`src/rtl/fp_operand_unpack_if.sv`:
```
// Handshake and data bundle for the binary32 operand unpacker.
// The master side presents operand pairs and consumes unpacked results;
// the slave side is the unpacker itself.
interface fp_operand_unpack_if;
  logic        in_valid;
  logic        in_ready;
  logic [31:0] op_a;
  logic [31:0] op_b;
  logic        out_valid;
  logic        out_ready;
  logic        sign_a;
  logic        sign_b;
  logic [9:0]  exp_a;
  logic [9:0]  exp_b;
  logic [23:0] mant_a;
  logic [23:0] mant_b;
  logic [4:0]  shift_a;
  logic [4:0]  shift_b;
  logic [4:0]  class_a;
  logic [4:0]  class_b;

  modport slave (
    input  in_valid, op_a, op_b, out_ready,
    output in_ready, out_valid,
           sign_a, sign_b, exp_a, exp_b, mant_a, mant_b,
           shift_a, shift_b, class_a, class_b
  );

  modport master (
    output in_valid, op_a, op_b, out_ready,
    input  in_ready, out_valid,
           sign_a, sign_b, exp_a, exp_b, mant_a, mant_b,
           shift_a, shift_b, class_a, class_b
  );
endinterface

```
`src/rtl/fp_operand_unpack.sv`:
```
// Binary32 operand unpacker: splits each operand of a pair into sign,
// unbiased exponent and a 24-bit significand with explicit leading one,
// classifies it, and normalizes subnormals one bit per cycle.
module fp_operand_unpack (
  input  logic                 clk,
  input  logic                 rst_n,
  fp_operand_unpack_if.slave   bus
);

  typedef enum logic [1:0] {
    IDLE = 2'd0,
    NORM = 2'd1,
    DONE = 2'd2
  } state_t;

  // One unpacked operand. cls = {is_snan, is_nan, is_inf, is_zero, is_sub}.
  typedef struct packed {
    logic        sign;
    logic [9:0]  exp;
    logic [23:0] mant;
    logic [4:0]  shift;
    logic [4:0]  cls;
  } unpacked_t;

  state_t    state_q, state_d;
  unpacked_t a_q, a_d;
  unpacked_t b_q, b_d;
  logic      in_ready_q, in_ready_d;
  logic      out_valid_q, out_valid_d;

  // Split a raw binary32 word into its unpacked form and class flags.
  function automatic unpacked_t classify(input logic [31:0] op);
    unpacked_t   r;
    logic [7:0]  e;
    logic [22:0] f;
    e      = op[30:23];
    f      = op[22:0];
    r      = '0;
    r.sign = op[31];
    if (e == 8'd0) begin
      if (f == 23'd0) begin
        r.cls = 5'b00010;
      end else begin
        // Subnormal: hidden bit is 0 and the exponent is pinned at -126.
        r.mant = {1'b0, f};
        r.exp  = -10'sd126;
        r.cls  = 5'b00001;
      end
    end else if (e == 8'hFF) begin
      r.exp = 10'd128;
      if (f == 23'd0) begin
        r.mant = 24'h800000;
        r.cls  = 5'b00100;
      end else begin
        // Quiet bit clear marks a signalling NaN.
        r.mant = {1'b1, f};
        r.cls  = {~f[22], 1'b1, 3'b000};
      end
    end else begin
      r.mant = {1'b1, f};
      r.exp  = {2'b00, e} - 10'd127;
    end
    return r;
  endfunction

  // A subnormal still lacking its leading one needs another shift.
  function automatic logic needs_shift(input unpacked_t u);
    return u.cls[0] & ~u.mant[23];
  endfunction

  // Apply one normalization step if the operand still needs it.
  function automatic unpacked_t norm_step(input unpacked_t u);
    unpacked_t r;
    r = u;
    if (needs_shift(u)) begin
      r.mant  = {u.mant[22:0], 1'b0};
      r.exp   = u.exp - 10'd1;
      r.shift = u.shift + 5'd1;
    end
    return r;
  endfunction

  // Next-state and next-output logic for the IDLE/NORM/DONE sequencer.
  always_comb begin
    // NOTE: every target gets a default first so no path leaves it unassigned and infers a latch.
    state_d     = state_q;
    a_d         = a_q;
    b_d         = b_q;
    in_ready_d  = in_ready_q;
    out_valid_d = out_valid_q;
    case (state_q)
      IDLE: begin
        in_ready_d  = 1'b1;
        out_valid_d = 1'b0;
        if (bus.in_valid && in_ready_q) begin
          a_d        = classify(bus.op_a);
          b_d        = classify(bus.op_b);
          in_ready_d = 1'b0;
          if (needs_shift(a_d) || needs_shift(b_d)) begin
            state_d = NORM;
          end else begin
            state_d     = DONE;
            out_valid_d = 1'b1;
          end
        end
      end
      NORM: begin
        a_d = norm_step(a_q);
        b_d = norm_step(b_q);
        // Exit on the same edge that applies the final shift.
        if (!needs_shift(a_d) && !needs_shift(b_d)) begin
          state_d     = DONE;
          out_valid_d = 1'b1;
        end
      end
      DONE: begin
        if (bus.out_ready) begin
          state_d     = IDLE;
          out_valid_d = 1'b0;
          in_ready_d  = 1'b1;
        end
      end
      default: begin
        state_d     = IDLE;
        in_ready_d  = 1'b0;
        out_valid_d = 1'b0;
      end
    endcase
  end

  // State, handshake flags and working registers; all clear on reset.
  always_ff @(posedge clk or negedge rst_n) begin
    if (!rst_n) begin
      state_q     <= IDLE;
      a_q         <= '0;
      b_q         <= '0;
      in_ready_q  <= 1'b0;
      out_valid_q <= 1'b0;
    end else begin
      // NOTE: non-blocking assignments so every register samples pre-edge values together.
      state_q     <= state_d;
      a_q         <= a_d;
      b_q         <= b_d;
      in_ready_q  <= in_ready_d;
      out_valid_q <= out_valid_d;
    end
  end

  assign bus.in_ready  = in_ready_q;
  assign bus.out_valid = out_valid_q;
  assign bus.sign_a    = a_q.sign;
  assign bus.sign_b    = b_q.sign;
  assign bus.exp_a     = a_q.exp;
  assign bus.exp_b     = b_q.exp;
  assign bus.mant_a    = a_q.mant;
  assign bus.mant_b    = b_q.mant;
  assign bus.shift_a   = a_q.shift;
  assign bus.shift_b   = b_q.shift;
  assign bus.class_a   = a_q.cls;
  assign bus.class_b   = b_q.cls;

endmodule

```
`src/flat_wrapper.sv`:
```
// flat-port wrapper written by rule: the top's interface ports become plain ports
module fp_operand_unpack_flat 
  (clk, rst_n, bus_in_valid, bus_op_a, bus_op_b, bus_out_ready, bus_in_ready, bus_out_valid, bus_sign_a, bus_sign_b, bus_exp_a, bus_exp_b, bus_mant_a, bus_mant_b, bus_shift_a, bus_shift_b, bus_class_a, bus_class_b);
  fp_operand_unpack_if bus_i ();
  input  logic clk;
  input  logic rst_n;
  input wire logic [$bits(bus_i.in_valid)-1:0] bus_in_valid;
  input wire logic [$bits(bus_i.op_a)-1:0] bus_op_a;
  input wire logic [$bits(bus_i.op_b)-1:0] bus_op_b;
  input wire logic [$bits(bus_i.out_ready)-1:0] bus_out_ready;
  output wire logic [$bits(bus_i.in_ready)-1:0] bus_in_ready;
  output wire logic [$bits(bus_i.out_valid)-1:0] bus_out_valid;
  output wire logic [$bits(bus_i.sign_a)-1:0] bus_sign_a;
  output wire logic [$bits(bus_i.sign_b)-1:0] bus_sign_b;
  output wire logic [$bits(bus_i.exp_a)-1:0] bus_exp_a;
  output wire logic [$bits(bus_i.exp_b)-1:0] bus_exp_b;
  output wire logic [$bits(bus_i.mant_a)-1:0] bus_mant_a;
  output wire logic [$bits(bus_i.mant_b)-1:0] bus_mant_b;
  output wire logic [$bits(bus_i.shift_a)-1:0] bus_shift_a;
  output wire logic [$bits(bus_i.shift_b)-1:0] bus_shift_b;
  output wire logic [$bits(bus_i.class_a)-1:0] bus_class_a;
  output wire logic [$bits(bus_i.class_b)-1:0] bus_class_b;
  assign bus_i.in_valid = bus_in_valid;
  assign bus_i.op_a = bus_op_a;
  assign bus_i.op_b = bus_op_b;
  assign bus_i.out_ready = bus_out_ready;
  assign bus_in_ready = bus_i.in_ready;
  assign bus_out_valid = bus_i.out_valid;
  assign bus_sign_a = bus_i.sign_a;
  assign bus_sign_b = bus_i.sign_b;
  assign bus_exp_a = bus_i.exp_a;
  assign bus_exp_b = bus_i.exp_b;
  assign bus_mant_a = bus_i.mant_a;
  assign bus_mant_b = bus_i.mant_b;
  assign bus_shift_a = bus_i.shift_a;
  assign bus_shift_b = bus_i.shift_b;
  assign bus_class_a = bus_i.class_a;
  assign bus_class_b = bus_i.class_b;
  fp_operand_unpack u_core (.clk(clk), .rst_n(rst_n), .bus(bus_i));
endmodule
```
`config.mk`:
```
export PLATFORM = sky130hd
export DESIGN_NAME = fp_operand_unpack_flat
export DESIGN_NICKNAME = d
export VERILOG_FILES = /design/src/rtl/fp_operand_unpack_if.sv /design/src/rtl/fp_operand_unpack.sv /design/src/flat_wrapper.sv
export SDC_FILE = /design/constraint.sdc
export NUM_CORES = 1
export LEC_CHECK = 0
export ABC_AREA = 1
export ABC_CLOCK_PERIOD_IN_PS = 4010
export CAP_MARGIN = 20
export CORE_MARGIN = 4
export CORE_UTILIZATION = 30
export DETAILED_ROUTE_END_ITERATION = 6
export HOLD_SLACK_MARGIN = 0.05
export PLACE_DENSITY = 0.56
export SYNTH_ARGS = -nofsm -noshare
export SYNTH_HDL_FRONTEND = slang
export SYNTH_SLANG_ARGS = --single-unit
```
`constraint.sdc`:
```
create_clock -name clk -period 4.01 [get_ports clk]
set_clock_uncertainty 0.1 [all_clocks]
set_input_delay 0.6015 -clock clk [delete_from_list [all_inputs] [get_ports clk]]
set_output_delay 0.6015 -clock clk [all_outputs]
set_load 0.05 [all_outputs]
```
==> results of run 1 <==
worst min-delay path by stage:
stage,slack (ns),start,end,cells after the start
2_1_floorplan,0.21,rst_n,u_core.bus.class_a[0],0
3_3_place_gp,0.36,u_core.bus.class_b[3],u_core.bus.class_b[3],2
3_5_place_dp,0.38,u_core.bus.class_b[4],u_core.bus.class_b[4],2
4_1_cts,0.34,rst_n,u_core.bus.exp_a[5],1
5_1_grt,0.39,rst_n,u_core.bus.exp_a[4],1
6_report,0.29,rst_n,u_core.bus.exp_a[2],1
metrics by stage:
| step | util (%) | cell area (sq um) | total power [mW] |
|---|---|---|---|
| finish | 43.3 | 7250 | 5.88 |
| global route | 43.3 | 7250 | 6.24 |
| CTS | 43.3 | 7250 | 5.95 |
| detailed placement | 41.4 | 6940 | 5.00 |
| global placement | 41.4 | 6940 | 4.98 |
| floorplan | - | 5180 | 3.83 |
area by class of cell:
class                           count  area [sq um]  share of cell area (%)
Clock inverter                      6          87.6                    1.21
Tap cell                          220           275                    3.80
Clock buffer                        9           225                    3.11
Timing Repair Buffer              162          1610                    22.2
Inverter                           64           243                    3.35
Sequential cell                    94          2350                    32.4
Multi-Input combinational cell    526          2460                    33.9
synth_stat cells:
cell type	number	area share [%]
sky130_fd_sc_hd__nand2_1	254	18
sky130_fd_sc_hd__dfrtp_1	94	45
sky130_fd_sc_hd__nor2_1	83	6.0
sky130_fd_sc_hd__nand3_1	76	7.3
sky130_fd_sc_hd__inv_1	57	4.1
sky130_fd_sc_hd__o21ai_0	30	2.9
sky130_fd_sc_hd__nand4_1	15	1.8
sky130_fd_sc_hd__buf_2	12	1.2
sky130_fd_sc_hd__ha_1	8	1.9
sky130_fd_sc_hd__xor2_1	8	1.4
sky130_fd_sc_hd__inv_2	6	0.43
sky130_fd_sc_hd__o21ai_1	6	0.58
sky130_fd_sc_hd__a21oi_1	5	0.48
sky130_fd_sc_hd__a22oi_1	5	0.73
sky130_fd_sc_hd__buf_4	5	0.73
sky130_fd_sc_hd__nand3b_1	5	0.73
sky130_fd_sc_hd__a31oi_1	4	0.48
sky130_fd_sc_hd__o211ai_1	4	0.58
sky130_fd_sc_hd__nor3_1	3	0.29
sky130_fd_sc_hd__o31ai_1	3	0.43
sky130_fd_sc_hd__a22o_1	2	0.34
sky130_fd_sc_hd__buf_6	2	0.43
sky130_fd_sc_hd__clkbuf_1	2	0.15
sky130_fd_sc_hd__nand2_2	2	0.24
sky130_fd_sc_hd__nand2_4	2	0.43
sky130_fd_sc_hd__o22ai_1	2	0.24
sky130_fd_sc_hd__xnor2_1	2	0.34
sky130_fd_sc_hd__a22oi_2	1	0.24
sky130_fd_sc_hd__buf_1	1	0.072
sky130_fd_sc_hd__inv_4	1	0.12
sky130_fd_sc_hd__nand3_4	1	0.34
sky130_fd_sc_hd__nand4_2	1	0.24
sky130_fd_sc_hd__nor2_8	1	0.39
sky130_fd_sc_hd__nor3_2	1	0.19
sky130_fd_sc_hd__o21bai_1	1	0.15
sky130_fd_sc_hd__or2_2	1	0.12
routing by layer:
layer | GRT usage, % | routed length [microns]
met4 | 3.66 | 179
met1 | 22.9 | 7620
met3 | 5.42 | 1110
met5 | 0 | 0
met2 | 26.4 | 7360
state kept, by name (all words and copies together), names as in the netlist:
name	flops
u_core.bus.shift_b	5
u_core.bus.class_a	5
u_core.bus.sign_b	1
u_core.bus.class_b	5
u_core.state_q	2
u_core.bus.sign_a	1
u_core.bus.exp_b	10
u_core.bus.mant_a	24
u_core.bus.shift_a	5
u_core.bus.in_ready	1
u_core.bus.exp_a	10
u_core.bus.mant_b	24
u_core.bus.out_valid	1
kinds of logic (layout without fill, tap and decap cells):
| kind of cell | count (synthesis) | in the layout | share of synthesized area [%] |
|---|---|---|---|
| AOI/OAI and AO/OA | 63 | 63 | 7.15 |
| DFF | 94 | 94 | 45.4 |
| buffers and inverters | 86 | 241 | 7.23 |
| xor gates and xnor gates | 10 | 10 | 1.69 |
| adders and majority gates | 8 | 8 | 1.93 |
| and+or+nand+nor | 445 | 445 | 36.6 |
power by group:
part           switching (mW)  leakage [nW]  internal (mW)
clock                   0.374         0.144          0.542
combinational            2.21          2.10           1.03
sequential              0.385          1.15           1.34
==> Implementation_results.wiki, run 1 <==
{| class="wikitable"
! Metric !! Value
|-
| Post-layout worst setup margin || 1.60 ns
|-
| Die height || 139 microns
|-
| Per-instance average area after synthesis || 7.33 sq um
|-
| Static leakage || 3.39 nW
|-
| Yosys Warn Count || 0
|-
| Reg-to-reg slack, setup || roughly 1.7 ns
|-
| Synthesized cell area || 0.00518 sq mm
|-
| Arrival time of the worst setup path || 1.70 ns
|-
| Slowest library cell on the worst path || sky130_fd_sc_hd__clkdlybuf4s50_1
|-
| Number of top-level design ports || 160
|-
| Maximum buffer depth of the clock tree || 2
|-
| Clock root cell || sky130_fd_sc_hd__clkbuf_16
|-
| RSZ-0062 raised after global routing || no
|-
| Fin. max-slew vios || 0
|-
| Data required time at the worst endpoint || about 3.3 ns
|-
| Die ar. || 0.0194 sq mm
|-
| Total Nets Final || 933
|-
| Portion of the post-synthesis area used by sequential elements || a little under half
|-
| Syn nets || slightly below 800
|-
| PortBufs || 159
|-
| Count of inserted antenna diode cells || 0
|-
| Post-synthesis cell type count || 36
|-
| Remaining antenna violation count after routing || 0
|-
| Stages on worst setup path || 1
|-
| Largest net degree at the start of global routing || 73
|-
| Clock insertion delay at the later pin of the skew report || 0.35 ns
|-
| Share of final-layout standard cells stronger than drive strength 1 || 4.18%
|-
| Worst path buffer plus inverter count || 1
|-
| Count of final hold-check violations || 0
|-
| Clock-pin slew reported for the worst setup and hold paths after clock tree synthesis || 0.07 ns
|-
| CTS hold repair buffers || 0
|-
| Remaining Overflow, GRT || 0
|-
| DRC violation count after routing || 0
|-
| Post-detailed-route via-to-cell ratio || 4.76
|-
| Total CTS buffers || 9
|-
| Width of the chip || 139 microns
|-
| Worst Tran Pin Value || 0.964 ns
|-
| Number of sinks driven by the clock tree || 94
|-
| DRC marker count from the first detailed-route iteration || 234
|-
| Placer congestion estimate || roughly 0.83
|-
| Number of buffers inserted by post-CTS setup repair || 0
|-
| Power density over the cells || 810 mW/mm^2
|-
| Reg2Reg Launch Point || u_core.state_q[1]
|-
| Placeable core area || 0.0168 sq mm
|-
| Wire length after detailed routing || 16.3 mm
|-
| Worst Reg2Reg Path Length in Cells || 8
|-
| Kind of start point of the critical path || register
|-
| First-pass GRT wire length || 26.5 mm
|-
| RR Endpoint || u_core.bus.exp_b[5]
|-
| Setup violation total in the final timing report || 0
|-
| Overall routing resource usage || about 17%
|-
| Number of instances resized during post-cts repair || 0
|-
| Max Clk Rate || just over 0.4 GHz
|-
| Critical path's top delay family || buffers and inverters
|-
| Hold slack final || 0.290 ns
|-
| Most common cell after layout, fill and taps aside || sky130_fd_sc_hd__nand2_1
|-
| Capturing instance or port of the critical path || bus_exp_b[3]
|-
| Most frequent cells in the layout || sky130_fd_sc_hd__nand2_1 (254), sky130_fd_sc_hd__clkdlybuf4s50_1 (158), sky130_fd_sc_hd__dfrtp_1 (94)
|-
| Final clock period utilization by the worst path || roughly three fifths
|-
| Number of antenna violations at the first check in global routing || 0
|-
| Rows || 47
|-
| Vias in the first global route || 4963
|-
| Via Count || slightly above 5000
|-
| Worst path max stage delay || a little under 0.9 ns
|-
| Filler-free cell count of the finished design || about 1100
|-
| Max Cap Viol || 0
|-
| Per-cell routed wire length || 15.1 microns
|-
| Post-synthesis instance total || 706
|-
| Total number of H-tree levels || 3
|-
| Worst hold path class || input port to asynchronous set/reset pin
|-
| Headroom to the max-slew limit || between 30% and 40%
|-
| Class of the most critical setup path || register to primary output
|-
| HPWL after DPL || 12.0 mm
|-
| CP Cell Sequence || clkdlybuf4s50_1
|-
| Initial cell density of the core || 30.9%
|-
| Crit path max fanout || 6
|-
| Total negative setup slack || 0 ns
|-
| Pre-CTS worst setup slack || about 1.2 ns
|-
| Number of instances in the placed design || roughly 1100
|-
| Outcome || finished clean
|-
| Detailed-routing iteration count for the pre-antenna-repair pass || 4
|-
| Fill cell count || between 1500 and 2000
|-
| VDD IR-drop max || about 0.00065 V
|-
| Worst Setup SP || u_core.bus.exp_b[3]
|-
| Shortest clock period the worst path allows after layout || 2.41 ns
|-
| Synth Register Bits || 94
|-
| Clock tree from TritonCTS || built
|-
| Nature of the critical path endpoint || primary output
|-
| Relative area change from synthesis to final layout || 40.1%
|}
No activity file was read; power rests on OpenSTA's default activity.
==> run 2, diff against run 1 <==
--- a/config.mk
+++ b/config.mk
@@ -6,7 +6,7 @@
 export NUM_CORES = 1
 export LEC_CHECK = 0
 export ABC_AREA = 1
-export ABC_CLOCK_PERIOD_IN_PS = 4010
+export ABC_CLOCK_PERIOD_IN_PS = 2380
 export CAP_MARGIN = 20
 export CORE_MARGIN = 4
 export CORE_UTILIZATION = 30
==> constraint.sdc (replaced) <==
create_clock -name clk -period 2.38 [get_ports clk]
set_clock_uncertainty 0.1 [all_clocks]
set_input_delay 0.357 -clock clk [delete_from_list [all_inputs] [get_ports clk]]
set_output_delay 0.357 -clock clk [all_outputs]
set_load 0.05 [all_outputs]
==> Implementation_results.wiki, run 2 (same netlist as run 1, synthesis figures left out) <==
{| class="wikitable"
! Metric !! Value
|-
| Via Count || 5141
|-
| Die height || 139 microns
|-
| Number of instances resized during post-cts repair || 0
|-
| Worst path buffer plus inverter count || 1
|-
| Outcome || finished clean
|-
| RSZ-0062 raised after global routing || no
|-
| Critical path's top delay family || buffers and inverters
|-
| Total Nets Final || 943
|-
| DRC marker count from the first detailed-route iteration || 292
|-
| Detailed-routing iteration count for the pre-antenna-repair pass || 4
|-
| Count of final hold-check violations || 0
|-
| Total number of H-tree levels || 3
|-
| Die ar. || just under 0.02 sq mm
|-
| First-pass GRT wire length || 26.5 mm
|-
| Placer congestion estimate || 0.830
|-
| Max Cap Viol || 0
|-
| Most frequent cells in the layout || sky130_fd_sc_hd__nand2_1 (254), sky130_fd_sc_hd__clkdlybuf4s50_1 (158), sky130_fd_sc_hd__dfrtp_1 (94)
|-
| Total negative setup slack || 0 ns
|-
| Final clock period utilization by the worst path || 88.8%
|-
| Remaining antenna violation count after routing || 0
|-
| Cells on Worst Hold Path || 2
|-
| CP Cell Sequence || clkdlybuf4s50_1
|-
| Remaining Overflow, GRT || 0
|-
| Crit path max fanout || 6
|-
| Post-detailed-route via-to-cell ratio || ~4.7
|-
| Width of the chip || 139 microns
|-
| DRC violation count after routing || 0
|-
| Clock-pin slew reported for the worst setup and hold paths after clock tree synthesis || 0.07 ns
|-
| Share of final-layout standard cells stronger than drive strength 1 || 5.16%
|-
| Most common cell after layout, fill and taps aside || sky130_fd_sc_hd__nand2_1
|-
| PortBufs || 159
|-
| Power density over the cells || 1340 mW/mm^2
|-
| Total CTS buffers || 9
|-
| Clock root cell || sky130_fd_sc_hd__clkbuf_16
|-
| Worst path max stage delay || 0.86 ns
|-
| Hold slack final || between 0.3 and 0.4 ns
|-
| Nature of the critical path endpoint || primary output
|-
| Per-cell routed wire length || 14.7 microns
|-
| Critical hold path startpoint || u_core.bus.class_b[4]
|-
| End point of the most critical hold path || u_core.bus.class_b[4]
|-
| RR Endpoint || u_core.bus.exp_b[3]
|-
| Setup violation total in the final timing report || 0
|-
| Max Clk Rate || about 0.47 GHz
|-
| Data required time at the worst endpoint || around 1.9 ns
|-
| Arrival time of the worst setup path || 1.66 ns
|-
| Initial cell density of the core || 30.9%
|-
| Fin. max-slew vios || 0
|-
| Number of top-level design ports || 160
|-
| Number of antenna violations at the first check in global routing || 0
|-
| Class of the most critical setup path || register to primary output
|-
| Static leakage || 3.45 nW
|-
| HPWL after DPL || 12.0 mm
|-
| Worst Reg2Reg Path Length in Cells || 7
|-
| VDD IR-drop max || 0.000952 V
|-
| Placeable core area || 0.0168 sq mm
|-
| Worst hold path class || register to register
|-
| Maximum buffer depth of the clock tree || 2
|-
| Count of inserted antenna diode cells || 0
|-
| Wire length after detailed routing || 16.1 mm
|-
| Clock tree from TritonCTS || built
|-
| Stages on worst setup path || 1
|-
| Kind of start point of the critical path || register
|-
| Overall routing resource usage || 16.7%
|-
| Shortest clock period the worst path allows after layout || about 2.1 ns
|-
| Slowest library cell on the worst path || sky130_fd_sc_hd__clkdlybuf4s50_1
|-
| Rows || 47
|-
| Largest net degree at the start of global routing || 35
|-
| Clock insertion delay at the later pin of the skew report || around 0.34 ns
|-
| Reg-to-reg slack, setup || ~0.46 ns
|-
| Worst Tran Pin Value || around 0.56 ns
|-
| Vias in the first global route || just over 5000
|-
| Number of sinks driven by the clock tree || 94
|-
| Reg2Reg Launch Point || u_core.state_q[1]
|-
| Headroom to the max-slew limit || 62.6%
|-
| Relative area change from synthesis to final layout || 42.3%
|}
[run 2: changes by cell type in the layout (fill, tap and decap cells not counted), sizes merged]
cell / delta
dlygate4sd3: +1
clkbuf: +2
clkinvlp: -1
bufinv: -1
buf: +9
clkinv: +1
[run 2: metrics by stage]
stage | setup WS, ns | std cells | utilization (%) | area [sq um] | total power [mW]
detailed placement | 0.203 | 1075 | 42.1 | 7060 | 8.49
global route | 0.194 | 1092 | 44.0 | 7370 | 10.5
global placement | 0.241 | 1075 | 42.1 | 7060 | 8.49
finish | 0.265 | 1092 | 44.0 | 7370 | 9.90
CTS | 0.236 | 1092 | 44.0 | 7370 | 10.0
floorplan | 0.612 | 706 | - | 5180 | 6.45
[run 2: how the worst max path moves through the flow]
stage / start / end / slack [ns]
3_5_place_dp: bus_in_valid / u_core.bus.exp_b[3] / 0.20
6_report: u_core.bus.exp_b[3] / bus_exp_b[3] / 0.27
2_1_floorplan: u_core.bus.class_b[0] / u_core.bus.exp_b[5] / 0.61
4_1_cts: u_core.bus.mant_a[22] / bus_mant_a[22] / 0.24
5_1_grt: u_core.bus.shift_a[2] / bus_shift_a[2] / 0.19
3_3_place_gp: bus_in_valid / u_core.bus.exp_b[3] / 0.24
[run 2: area by class of cell]
cell class | instances | area [sq um]
Clock buffer | 11 | 243
Multi-Input combinational cell | 526 | 2460
Sequential cell | 94 | 2350
Inverter | 64 | 243
Fill cell | 1750 | 9390
Tap cell | 220 | 275
Timing Repair Buffer | 172 | 1740
Clock inverter | 5 | 58.8
[run 2: report_power, final]
part	internal [mW]	total (mW)	switching (mW)	leakage, nW
registers	2.25	2.87	0.622	1.15
clock network	0.844	1.48	0.634	0.142
logic	1.81	5.55	3.73	2.16
total	4.91	9.90	4.99	3.45
[run 2: worst min-delay path, stage by stage (launching register included)]
cell                      delay [ns]
sky130_fd_sc_hd__dfrtp_1        0.35
sky130_fd_sc_hd__nand2_1        0.05
sky130_fd_sc_hd__o21ai_0        0.06
[run 2: timing repair]
action	4_1_cts	5_1_grt
hold endpoints to repair	30	0
setup buffers	0	0
endpoints found under the setup margin	0	0
hold buffers	1	0
[run 2: routing by layer]
layer | GRT usage (%) | share of wire, % | vias up
met5 | 0 | 0 | -
met4 | 4.43 | 1.1 | 0
met3 | 4.19 | 7.5 | 11
met2 | 27.1 | 46 | 147
met1 | 22.4 | 45 | 2381
li1 | - | - | 2602
